===== config.mk =====
export PLATFORM = sky130hd
export DESIGN_NAME = mc_control
export DESIGN_NICKNAME = d
export VERILOG_FILES = /design/src/rtl/mc_control_pkg.sv /design/src/rtl/mc_control.sv
export SDC_FILE = /design/constraint.sdc
export NUM_CORES = 1
export LEC_CHECK = 0
export BUFFER_PORTS_ARGS = -buffer_cell sky130_fd_sc_hd__buf_2
export CAP_MARGIN = 0
export CORE_AREA = 2 2 48 61
export CTS_CLUSTER_DIAMETER = 200
export DETAILED_ROUTE_END_ITERATION = 8
export DIE_AREA = 0 0 50 63
export SKIP_LAST_GASP = 1
export SYNTH_ARGS = -nofsm -noshare
export SYNTH_HDL_FRONTEND = slang
export SYNTH_SLANG_ARGS = --single-unit

===== constraint.sdc =====
create_clock -name clk -period 3.79 [get_ports clk]
set_input_delay 0.758 -clock clk [delete_from_list [all_inputs] [get_ports clk]]
set_output_delay 0.758 -clock clk [all_outputs]
set_load 0.02 [all_outputs]

===== src/rtl/mc_control_pkg.sv =====
// Shared encodings for the multi-cycle controller: FSM states, supported opcodes
// and the datapath mux/ALU code values driven by the output decoder.
package mc_control_pkg;

    typedef enum logic [3:0] {
        S_IF    = 4'd0,
        S_ID    = 4'd1,
        S_MADDR = 4'd2,
        S_MRD   = 4'd3,
        S_MWB   = 4'd4,
        S_MWR   = 4'd5,
        S_REX   = 4'd6,
        S_RWB   = 4'd7,
        S_BR    = 4'd8,
        S_JMP   = 4'd9,
        S_IEX   = 4'd10,
        S_IWB   = 4'd11
    } state_e;

    localparam logic [5:0] OP_R    = 6'b000000;
    localparam logic [5:0] OP_LW   = 6'b100011;
    localparam logic [5:0] OP_SW   = 6'b101011;
    localparam logic [5:0] OP_BEQ  = 6'b000100;
    localparam logic [5:0] OP_BNE  = 6'b000101;
    localparam logic [5:0] OP_J    = 6'b000010;
    localparam logic [5:0] OP_ADDI = 6'b001000;

    localparam logic [1:0] ALUOP_ADD   = 2'b00;
    localparam logic [1:0] ALUOP_SUB   = 2'b01;
    localparam logic [1:0] ALUOP_FUNCT = 2'b10;

    localparam logic [1:0] SRCB_REGB    = 2'b00;
    localparam logic [1:0] SRCB_FOUR    = 2'b01;
    localparam logic [1:0] SRCB_IMM     = 2'b10;
    localparam logic [1:0] SRCB_IMM_SH2 = 2'b11;

    localparam logic [1:0] PCSRC_ALU    = 2'b00;
    localparam logic [1:0] PCSRC_ALUOUT = 2'b01;
    localparam logic [1:0] PCSRC_JUMP   = 2'b10;

endpackage


===== src/rtl/mc_control.sv =====
// Multi-cycle MIPS-style control FSM: state register, opcode latch, next-state
// logic and a Moore output decoder (IF write strobes also follow i_memready).
module mc_control
    import mc_control_pkg::*;
(
    input  logic       clk,
    input  logic       rst,
    input  logic [5:0] i_instr,
    // Memory handshake: a transfer started in IF/MRD/MWR completes in the cycle
    // i_memready is high; the FSM holds its state (and its strobes) until then.
    input  logic       i_memready,
    output logic       o_pcwrite,
    output logic       o_pcwritecond,
    output logic       o_iord,
    output logic       o_memread,
    output logic       o_memwrite,
    output logic       o_memtoreg,
    output logic       o_irwrite,
    output logic       o_alusrca,
    output logic       o_regwrite,
    output logic       o_regdst,
    output logic       o_selectzero,
    output logic [1:0] o_pcsource,
    output logic [1:0] o_aluop,
    output logic [1:0] o_alusrcb,
    output logic [3:0] o_state,
    output logic       o_illegal
);

    state_e     state_q, state_d;
    logic [5:0] opcode_q, opcode_d;
    logic       illegal_id;

    always_ff @(posedge clk) begin
        if (rst) begin
            state_q  <= S_IF;
            opcode_q <= 6'b000000;
        end else begin
            state_q  <= state_d;
            opcode_q <= opcode_d;
        end
    end

    always_comb begin
        state_d    = state_q;
        opcode_d   = opcode_q;
        illegal_id = 1'b0;
        case (state_q)
            S_IF:    if (i_memready) state_d = S_ID;
            S_ID: begin
                // Decode from the live opcode; the latched copy steers later states.
                opcode_d = i_instr;
                case (i_instr)
                    OP_LW, OP_SW:   state_d = S_MADDR;
                    OP_R:           state_d = S_REX;
                    OP_BEQ, OP_BNE: state_d = S_BR;
                    OP_J:           state_d = S_JMP;
                    OP_ADDI:        state_d = S_IEX;
                    default: begin
                        state_d    = S_IF;
                        illegal_id = 1'b1;
                    end
                endcase
            end
            S_MADDR: state_d = (opcode_q == OP_SW) ? S_MWR : S_MRD;
            S_MRD:   if (i_memready) state_d = S_MWB;
            S_MWB:   state_d = S_IF;
            S_MWR:   if (i_memready) state_d = S_IF;
            S_REX:   state_d = S_RWB;
            S_RWB:   state_d = S_IF;
            S_BR:    state_d = S_IF;
            S_JMP:   state_d = S_IF;
            S_IEX:   state_d = S_IWB;
            S_IWB:   state_d = S_IF;
            default: state_d = S_IF;
        endcase
    end

    always_comb begin
        o_pcwrite     = 1'b0;
        o_pcwritecond = 1'b0;
        o_iord        = 1'b0;
        o_memread     = 1'b0;
        o_memwrite    = 1'b0;
        o_memtoreg    = 1'b0;
        o_irwrite     = 1'b0;
        o_alusrca     = 1'b0;
        o_regwrite    = 1'b0;
        o_regdst      = 1'b0;
        o_selectzero  = 1'b0;
        o_pcsource    = PCSRC_ALU;
        o_aluop       = ALUOP_ADD;
        o_alusrcb     = SRCB_REGB;
        o_illegal     = 1'b0;
        o_state       = 4'd0;
        if (!rst) begin
            o_state   = state_q;
            o_illegal = illegal_id;
            case (state_q)
                S_IF: begin
                    o_memread = 1'b1;
                    o_alusrcb = SRCB_FOUR;
                    o_irwrite = i_memready;
                    o_pcwrite = i_memready;
                end
                S_ID:    o_alusrcb = SRCB_IMM_SH2;
                S_MADDR: begin
                    o_alusrca = 1'b1;
                    o_alusrcb = SRCB_IMM;
                end
                S_MRD: begin
                    o_memread = 1'b1;
                    o_iord    = 1'b1;
                end
                S_MWB: begin
                    o_regwrite = 1'b1;
                    o_memtoreg = 1'b1;
                end
                S_MWR: begin
                    o_memwrite = 1'b1;
                    o_iord     = 1'b1;
                end
                S_REX: begin
                    o_alusrca = 1'b1;
                    o_aluop   = ALUOP_FUNCT;
                end
                S_RWB: begin
                    o_regwrite = 1'b1;
                    o_regdst   = 1'b1;
                end
                S_BR: begin
                    o_alusrca     = 1'b1;
                    o_aluop       = ALUOP_SUB;
                    o_pcwritecond = 1'b1;
                    o_pcsource    = PCSRC_ALUOUT;
                    o_selectzero  = (opcode_q == OP_BNE);
                end
                S_JMP: begin
                    o_pcwrite  = 1'b1;
                    o_pcsource = PCSRC_JUMP;
                end
                S_IEX: begin
                    o_alusrca = 1'b1;
                    o_alusrcb = SRCB_IMM;
                end
                S_IWB:   o_regwrite = 1'b1;
                default: ;
            endcase
        end
    end

endmodule


==> metrics.yaml, run 1 <==
placed_design:
  io_buffers: 30
  place_congestion: 0.848
  pre_cts_ws_ps: 1140
  hpwlAfterDp_microns: 1630
global_route:
  antenna_found_initial: 0
  grt_pass1_wl_microns: 3570
  grt_max_degree: 24
  grt_usage: 0.144
  grt_pass1_vias: 811
  overflow: 0
hold_path:
  hold_path.startpoint: "opcode_q[4]$_SDFFE_PP0P_"
  worstHoldPathType: "reg -> reg"
  hold_depth: 2
  hold_end: "opcode_q[4]$_SDFFE_PP0P_"
worst_setup_path:
  arrival_ps: 2070
  path_class: "reg -> out"
  end_kind: "primary output"
  required_ps: 3030
  crit_fanout: 20
  r2r_end: "state_q[1]$_SDFFE_PP0P_"
  worst-r2r-setup-slack_ps: 1920
  startpoint_type: "flip-flop"
  regToRegStartpoint: "state_q[2]$_SDFFE_PP0P_"
  rr_worst_depth: 4
route:
  vias: 943
  wl_per_cell_microns: 12.0
  drc_errors: 0
  drt_first_pass_iters: 4
  drt-vias-per-instance: 5.36
  drt_iter0_drc: 24
  routed_wl_microns: 2120
  ant_nets: 0
floorplanning:
  io_pins: 31
  dieWidth_microns: 50
  core_sq_mm: 0.00260
  die-area_sq_mm: 0.00315
  fp-row-count: 21
  start_util: 0.329
  die_h_microns: 63
logic_synthesis:
  ys_async_sr_fraction: 0
  synth-main-ff-cell: "dfxtp_1"
  syn_nets: 128
  synth_edf_count: 0
  synth_area_sq_um: 857
  synth-seq-cells: 10
  synth_warnings: 0
  synth_cell_types: 42
  avgSynthCellArea_sq_um: 7.20
  post_synth_inst_count: 119
  synth-seq-area-share: 0.234
sta:
  rsz0062_at_grt: "false"
  worstMarginPinSlew_ps: 731
  max_freq_mhz: 353
  post-route-period-util: 0.747
  fin_crit_ps: 2830
  final_hold_viol_count: 0
  final.setup.worst_slack_ps: 961
  finalSetupTns_ps: 0
  finalSetupViolCount: 0
  whs_ps: 476
  maxSlewHeadroom: 0.512
  slew_violations: 0
  finalClockSkew_ps: 3.30
finish:
  area_growth_pct: 20.1
  nets: 152
  drive_gt1_frac: 0.289
  antenna_cells: 0
clock_tree:
  clock_latency_ps: 260
  post_cts_buffers: 0
  cts_sinks: 10
  path_clk_slew_ps: 60
  clock_path_buffers: 2
  cts-root-buf: "clkbuf_4"
  cts_resized: 0
  cts_buffers: 3
  cts_tree: "done"
  h-tree-depth: 1
  ctsHoldBuffers: 0
pwr:
  p_total_mw: 0.302
  vdd_drop_max_mv: 0.141
  power.density_mw_per_mm2: 293
  p_leak_nw: 0.447
flow_run:
  drv_cap: 0
run_status:
  status: "finished clean"
cell usage in the layout, fill, tap and decap left out, drive strengths merged, types with 2 or more instances in the layout:
| cell | n |
|---|---|
| a22o | 2 |
| dfxtp | 10 |
| nand2 | 18 |
| a21oi | 9 |
| buf | 30 |
| nor2 | 15 |
| nor3 | 9 |
| xor2 | 2 |
| and4b | 2 |
| nor2b | 2 |
| clkbuf | 4 |
| nand2b | 5 |
| nor4 | 5 |
| o22ai | 2 |
| inv | 4 |
| a211oi | 2 |
Yosys cell counts, drive strengths merged, types with 2 or more instances:
library cell  count  share of area
dfxtp            10           0.23
nand2b            5          0.036
nor2b             2          0.015
nand2            18          0.079
a22o              2          0.020
nor4              5          0.044
a21oi             9          0.053
nor2             15          0.066
inv               4          0.018
nor3              9          0.058
xor2              2          0.020
buf              10          0.061
a211oi            2          0.018
o22ai             2          0.022
and4b             2          0.023
power by group:
part	switching [mW]	total [mW]	internal, mW
Sequential	0.0120	0.125	0.113
Combinational	0.0533	0.0847	0.0314
Clock	0.0337	0.0920	0.0582
Total	0.0990	0.302	0.203
through the flow:
step | cell area [sq um] | instances | util
after global placement | 993 | 172 | 0.382
after detailed placement | 993 | 172 | 0.382
after floorplan | 857 | 119 | -
after CTS | 1030 | 176 | 0.396
final | 1030 | 176 | 0.396
after global routing | 1030 | 176 | 0.396
registers in the layout (all words and copies together), names as in the netlist:
signal    cells
opcode_q      6
state_q       4
logic make-up (layout without fill, tap and decap cells):
group	after synthesis	count (layout)	share of synthesized area
simple gates	65	65	0.418
compound gates	24	24	0.212
buf+inv	15	38	0.0832
flops	10	10	0.234
xor+xnor	3	3	0.0307
fa+ha+maj	1	1	0.0117
mux	1	1	0.0117
worst max path at each step:
stage,start,cells after the start,to
final,state_q[2]$_SDFFE_PP0P_,3,o_illegal
after global placement,rst,6,o_selectzero
after detailed placement,rst,6,o_selectzero
after floorplan,rst,5,o_selectzero
after global routing,state_q[3]$_SDFFE_PP0P_,5,o_selectzero
after CTS,state_q[2]$_SDFFE_PP0P_,3,o_illegal
worst max-delay path: stages (launching register included):
cell	delay (ps)
dfxtp_1	510
or4b_1	800
a2111oi_2	280
buf_2	220
metal layers:
metal | share of wire | GRT usage
met4 | 0.025 | 0.0938
met1 | 0.45 | 0.174
met5 | 0 | 0
met3 | 0.056 | 0.0167
met2 | 0.47 | 0.235
area by class of cell:
class                   instances  area, sq um
fillers                       259         1570
multi-input cells              94          586
flip-flops and latches         10          200
repair buffers                 30          150
clock buffers                   4         36.3
inverters                       4         15.0
well taps                      34         42.5
No activity file was read; power rests on OpenSTA's default activity.
==> run 2, diff against run 1 <==
- clock period: 3.79 -> 2.7 ns (I/O delays scaled with it)
==> run 2 against run 1 <==
Critical path depth did not move. Count of clock-buffer cells in the layout did not move. Cell area rose by 4.1%. Die area did not move. Combinational power rose by 57%. Via count fell by 0.32%. Non-clock buffer count rose by 5. Setup slack got worse by 670 ps. Power rose by 44%. Critical endpoint unchanged. Highest routed layer unchanged.
==> metrics.yaml, run 2 (synthesis results as in run 1) <==
run_status:
  status: "finished clean"  # unchanged
clock_tree:
  path_clk_slew_ps: 70  # was 60 ps
  clock_latency_ps: 270  # was 260 ps
  cts_sinks: 10  # unchanged
  clock_path_buffers: 2  # unchanged
  cts_resized: 0  # unchanged
  cts_buffers: 3  # unchanged
  post_cts_buffers: 0  # unchanged
  cts-root-buf: "clkbuf_4"  # unchanged
  h-tree-depth: 1  # unchanged
  cts_tree: "done"  # unchanged
  ctsHoldBuffers: 0  # unchanged
worst_setup_path:
  slowest_delay_ps: 710  # was 800 ps
  required_ps: 2160  # was 3030 ps
  cp_slowest_cell: "or4b_1"  # unchanged
  crit_fanout: 10  # was 20
  critPathBufInv: 1  # unchanged
  crit_family: "simple AND/OR/NAND/NOR gates"  # unchanged
  arrival_ps: 1860  # was 2070 ps
  end_kind: "primary output"  # unchanged
  startpoint_type: "flip-flop"  # unchanged
  path_class: "reg -> out"  # unchanged
  crit_chain: "or4b_1, a2111oi_2, buf_2"  # unchanged
route:
  drt_first_pass_iters: 4  # unchanged
  vias: 940  # was 943
  ant_nets: 0  # unchanged
  routed_wl_microns: 2100  # was 2120 microns
  wl_per_cell_microns: 11.6  # was 12.0 microns
  drt-vias-per-instance: 5.19  # was 5.36
  drc_errors: 0  # unchanged
  drt_iter0_drc: 10  # was 24
placed_design:
  hpwlAfterDp_microns: 1670  # was 1630 microns
  place_congestion: 0.788  # was 0.848
  io_buffers: 30  # unchanged
floorplanning:
  io_pins: 31  # unchanged
  die_h_microns: 63  # unchanged
  start_util: 0.329  # unchanged
  fp-row-count: 21  # unchanged
  die-area_sq_mm: 0.00315  # unchanged
  dieWidth_microns: 50  # unchanged
  core_sq_mm: 0.00260  # unchanged
sta:
  slew_violations: 0  # unchanged
  finalSetupTns_ps: 0  # unchanged
  finalClockSkew_ps: 4.63  # was 3.30 ps
  maxSlewHeadroom: 0.736  # was 0.512
  max_freq_mhz: 416
  fin_crit_ps: 2400
  post-route-period-util: 0.890
  final_hold_viol_count: 0  # unchanged
  finalSetupViolCount: 0  # unchanged
  rsz0062_at_grt: "false"  # unchanged
  worstMarginPinSlew_ps: 396  # was 731 ps
  whs_ps: 475  # was 476 ps
pwr:
  p_sw_mw: 0.145  # was 0.0990 mW
  p_leak_nw: 0.478  # was 0.447 nW
  combPwrFrac: 0.306  # was 0.281
  power.density_mw_per_mm2: 404  # was 293 mW/mm^2
  p_sw_frac: 0.334  # was 0.328
  pwr-share-clk: 0.310  # was 0.305
  vdd_drop_max_mv: 0.198  # was 0.141 mV
  intPower_mw: 0.289  # was 0.203 mW
  seqPwrFrac: 0.384  # was 0.415
finish:
  top_regs: "opcode_q (6), state_q (4)"  # unchanged
  final_cell_mix: "buf_2, nand2_1, nor2_1"  # unchanged
  area_growth_pct: 25.1  # was 20.1%
  nets: 157  # was 152
  drive_gt1_frac: 0.320  # was 0.289
  largest_register_ffs: 6  # unchanged
  regMostFlops: "opcode_q"  # unchanged
  antenna_cells: 0  # unchanged
  final_common_cell: "buf_2"  # unchanged
global_route:
  antenna_found_initial: 0  # unchanged
  overflow: 0  # unchanged
  grt_pass1_vias: 826  # was 811
  grt_pass1_wl_microns: 3440  # was 3570 microns
  grt_usage: 0.138  # was 0.144
  grt_max_degree: 20  # was 24
hold_path:
  worstHoldPathType: "reg -> reg"  # unchanged
flow_run:
  drv_cap: 0  # unchanged
[run 2: cell count changes in the layout (fill, tap and decap cells not counted)]
cell	previous run	this run
nor3_1	8	7
nor3_2	1	2
buf_4	0	5
[run 2: through the flow]
stage / total power, mW / instances / setup slack (ps) / utilization / area (sq um)
after floorplan: 0.267 / 119 / 191 / - / 862
after detailed placement: 0.303 / 177 / 565 / 0.398 / 1040
after global placement: 0.302 / 177 / 579 / 0.398 / 1040
after CTS: 0.436 / 181 / 277 / 0.412 / 1070
final: 0.433 / 181 / 296 / 0.412 / 1070
after global routing: 0.459 / 181 / 175 / 0.412 / 1070
[run 2: tightest hold or removal path, cell delays in order, from the launching register on]
cell and delay [ps]:
dfxtp_1 320, nand2_1 60, a21oi_1 50
[run 2: final cells by class]
class	instances	area (sq um)
repair buffers	35	188
well taps	34	42.5
fillers	286	1530
flip-flops and latches	10	200
clock buffers	4	36.3
multi-input cells	94	591
inverters	4	15.0
[run 2: power by group through the flow]
stage          sequential, mW  clock [mW]  combinational [mW]
5_1_grt                 0.167       0.144               0.148
6_report                0.166       0.134               0.133
3_5_place_dp            0.170           0               0.134
3_3_place_gp            0.169           0               0.133
2_1_floorplan           0.169           0              0.0987
4_1_cts                 0.166       0.136               0.134
[run 2: per-layer routing]
| layer | routed length (microns) | vias to the layer above | global-route usage |
|---|---|---|---|
| met4 | 51 | 0 | 0.0833 |
| li1 | - | 481 | - |
| met5 | 0 | - | 0 |
| met3 | 135 | 4 | 0.0144 |
| met1 | 937 | 420 | 0.173 |
| met2 | 976 | 35 | 0.220 |
[run 2: worst paths after layout]
| check | startpoint | end | slack, ps | depth (start not counted) |
|---|---|---|---|---|
| max | state_q[3]$_SDFFE_PP0P_ | o_illegal | 300 | 3 |
| min | opcode_q[1]$_SDFFE_PP0P_ | opcode_q[1]$_SDFFE_PP0P_ | 470 | 2 |
| max reg2reg | state_q[3]$_SDFFE_PP0P_ | state_q[2]$_SDFFE_PP0P_ | 1050 | 4 |
| min reg2reg | opcode_q[1]$_SDFFE_PP0P_ | opcode_q[1]$_SDFFE_PP0P_ | 470 | 2 |
==> run 3, diff against run 2 <==
- CTS_BUF_LIST: not set -> sky130_fd_sc_hd__clkbuf_8 sky130_fd_sc_hd__clkbuf_16
- SKIP_CTS_REPAIR_TIMING: not set -> 1
- SLEW_MARGIN: not set -> 10
==> run 3 against run 2 <==
Core utilization is 0.72 points higher. Setup slack better by 51 ps. Hold slack worse by 2.5 ps. Clock power increased by 35%. Die area stayed put. Routed wire length down 1.0%. Non-clock buffer count stayed put. Global-route usage hardly changed. Critical endpoint unchanged. Highest routed layer unchanged.
==> metrics.yaml, run 3 (synthesis results as in run 1) <==
run_status:
  status: "finished clean"  # unchanged
global_route:
  antenna_found_initial: 0  # unchanged
  grt_pass1_wl_microns: 3500  # was 3440 microns
  grt_pass1_vias: 843  # was 826
  grt_usage: 0.137  # was 0.138
  overflow: 0  # unchanged
  grt_max_degree: 20  # unchanged
finish:
  seq_area_sq_um: 200  # unchanged
  nFillCells: 281  # was 286
  regMostFlops: "opcode_q"  # unchanged
  drive_gt1_frac: 0.320  # unchanged
  largest_register_ffs: 6  # unchanged
  fin_util: 0.419  # was 0.412
  nets: 157  # unchanged
  area_growth_pct: 27.3  # was 25.1%
  antenna_cells: 0  # unchanged
  top_regs: "opcode_q (6), state_q (4)"  # unchanged
  final_cell_mix: "buf_2, nand2_1, nor2_1"  # unchanged
  final_common_cell: "buf_2"  # unchanged
  multiInputGateArea_sq_um: 591  # unchanged
placed_design:
  hpwlAfterDp_microns: 1670  # unchanged
  io_buffers: 30  # unchanged
  place_congestion: 0.788  # unchanged
floorplanning:
  io_pins: 31  # unchanged
  fp-row-count: 21  # unchanged
  die_h_microns: 63  # unchanged
  start_util: 0.329  # unchanged
  core_sq_mm: 0.00260  # unchanged
  dieWidth_microns: 50  # unchanged
  die-area_sq_mm: 0.00315  # unchanged
clock_tree:
  clock_latency_ps: 230  # was 270 ps
  h-tree-depth: 1  # unchanged
  path_clk_slew_ps: 50  # was 70 ps
  clock_path_buffers: 2  # unchanged
  cts_buffers: 3  # unchanged
  cts_tree: "done"  # unchanged
  cts-root-buf: "clkbuf_8"  # was clkbuf_4
  cts_sinks: 10  # unchanged
pwr:
  p_leak_nw: 0.486  # was 0.478 nW
  power.density_mw_per_mm2: 441  # was 404 mW/mm^2
  vdd_drop_max_mv: 0.234  # was 0.198 mV
worst_setup_path:
  arrival_ps: 1810  # was 1860 ps
  required_ps: 2160  # about the same
  path_class: "reg -> out"  # unchanged
  startpoint_type: "flip-flop"  # unchanged
  end_kind: "primary output"  # unchanged
  crit_fanout: 10  # unchanged
sta:
  finalClockSkew_ps: 3.83  # was 4.63 ps
  finalSetupViolCount: 0  # unchanged
  fin_crit_ps: 2350  # was 2400 ps
  worstMarginPinSlew_ps: 391  # was 396 ps
  finalSetupTns_ps: 0  # unchanged
  max_freq_mhz: 425  # was 416 MHz
  post-route-period-util: 0.872  # was 0.890
  rsz0062_at_grt: "false"  # unchanged
  final_hold_viol_count: 0  # unchanged
  slew_violations: 0  # unchanged
  maxSlewHeadroom: 0.739  # was 0.736
route:
  drt_first_pass_iters: 4  # unchanged
  routed_wl_microns: 2080  # was 2100 microns
  drt_iter0_drc: 8  # was 10
  drc_errors: 0  # unchanged
  ant_nets: 0  # unchanged
  vias: 927  # was 940
  drt-vias-per-instance: 5.12  # was 5.19
  wl_per_cell_microns: 11.5  # was 11.6 microns
hold_path:
  worstHoldPathType: "reg -> reg"  # unchanged
flow_run:
  drv_cap: 0  # unchanged
run 3: cell counts in the layout (fill, tap and decap cells not counted):
No cell type changed its count.
run 3: cell type report:
type	instances	share of cell area
clock buffer	4	0.0505
inverter	4	0.0138
multi-input combinational	94	0.541
sequential	10	0.183
tap	34	0.0390
timing repair buffer	35	0.172
run 3: metal layers:
layer / vias up / share of wire / track usage / routed length (microns)
met5: - / 0 / 0 / 0
met4: 0 / 0.014 / 0.0625 / 30
met3: 2 / 0.054 / 0.0144 / 112
met2: 27 / 0.47 / 0.224 / 972
met1: 416 / 0.46 / 0.178 / 964
li1: 482 / - / - / -
run 3: report_power, final:
group	total [mW]	leakage [nW]	internal [mW]	switching (mW)
registers	0.167	0.0816	0.159	0.00746
clock network	0.181	0.0288	0.128	0.0536
logic	0.133	0.375	0.0479	0.0852
total	0.481	0.486	0.335	0.146
run 3: worst paths after layout:
kind,start,to,slack [ps],cells past startpoint
hold reg to reg,opcode_q[4]$_SDFFE_PP0P_,opcode_q[4]$_SDFFE_PP0P_,470,2
setup / recovery,state_q[3]$_SDFFE_PP0P_,o_illegal,350,3
setup reg to reg,state_q[3]$_SDFFE_PP0P_,state_q[2]$_SDFFE_PP0P_,1050,4
hold / removal,opcode_q[4]$_SDFFE_PP0P_,opcode_q[4]$_SDFFE_PP0P_,470,2
run 3: metrics by stage:
step / std cells / worst slack, ps / hold WS, ps / area, sq um / power, mW
after global routing: 181 / 219 / 500 / 1090 / 0.508
after global placement: 177 / 579 / 466 / 1040 / 0.302
final: 181 / 347 / 472 / 1090 / 0.481
after floorplan: 119 / 191 / 440 / 862 / 0.267
after CTS: 181 / 321 / 471 / 1090 / 0.484
after detailed placement: 177 / 565 / 464 / 1040 / 0.303
run 3: worst max-delay path: stages, from the launching register on:
cell and delay, ps:
dfxtp_1 390, or4b_1 710, a2111oi_2 270, buf_2 220
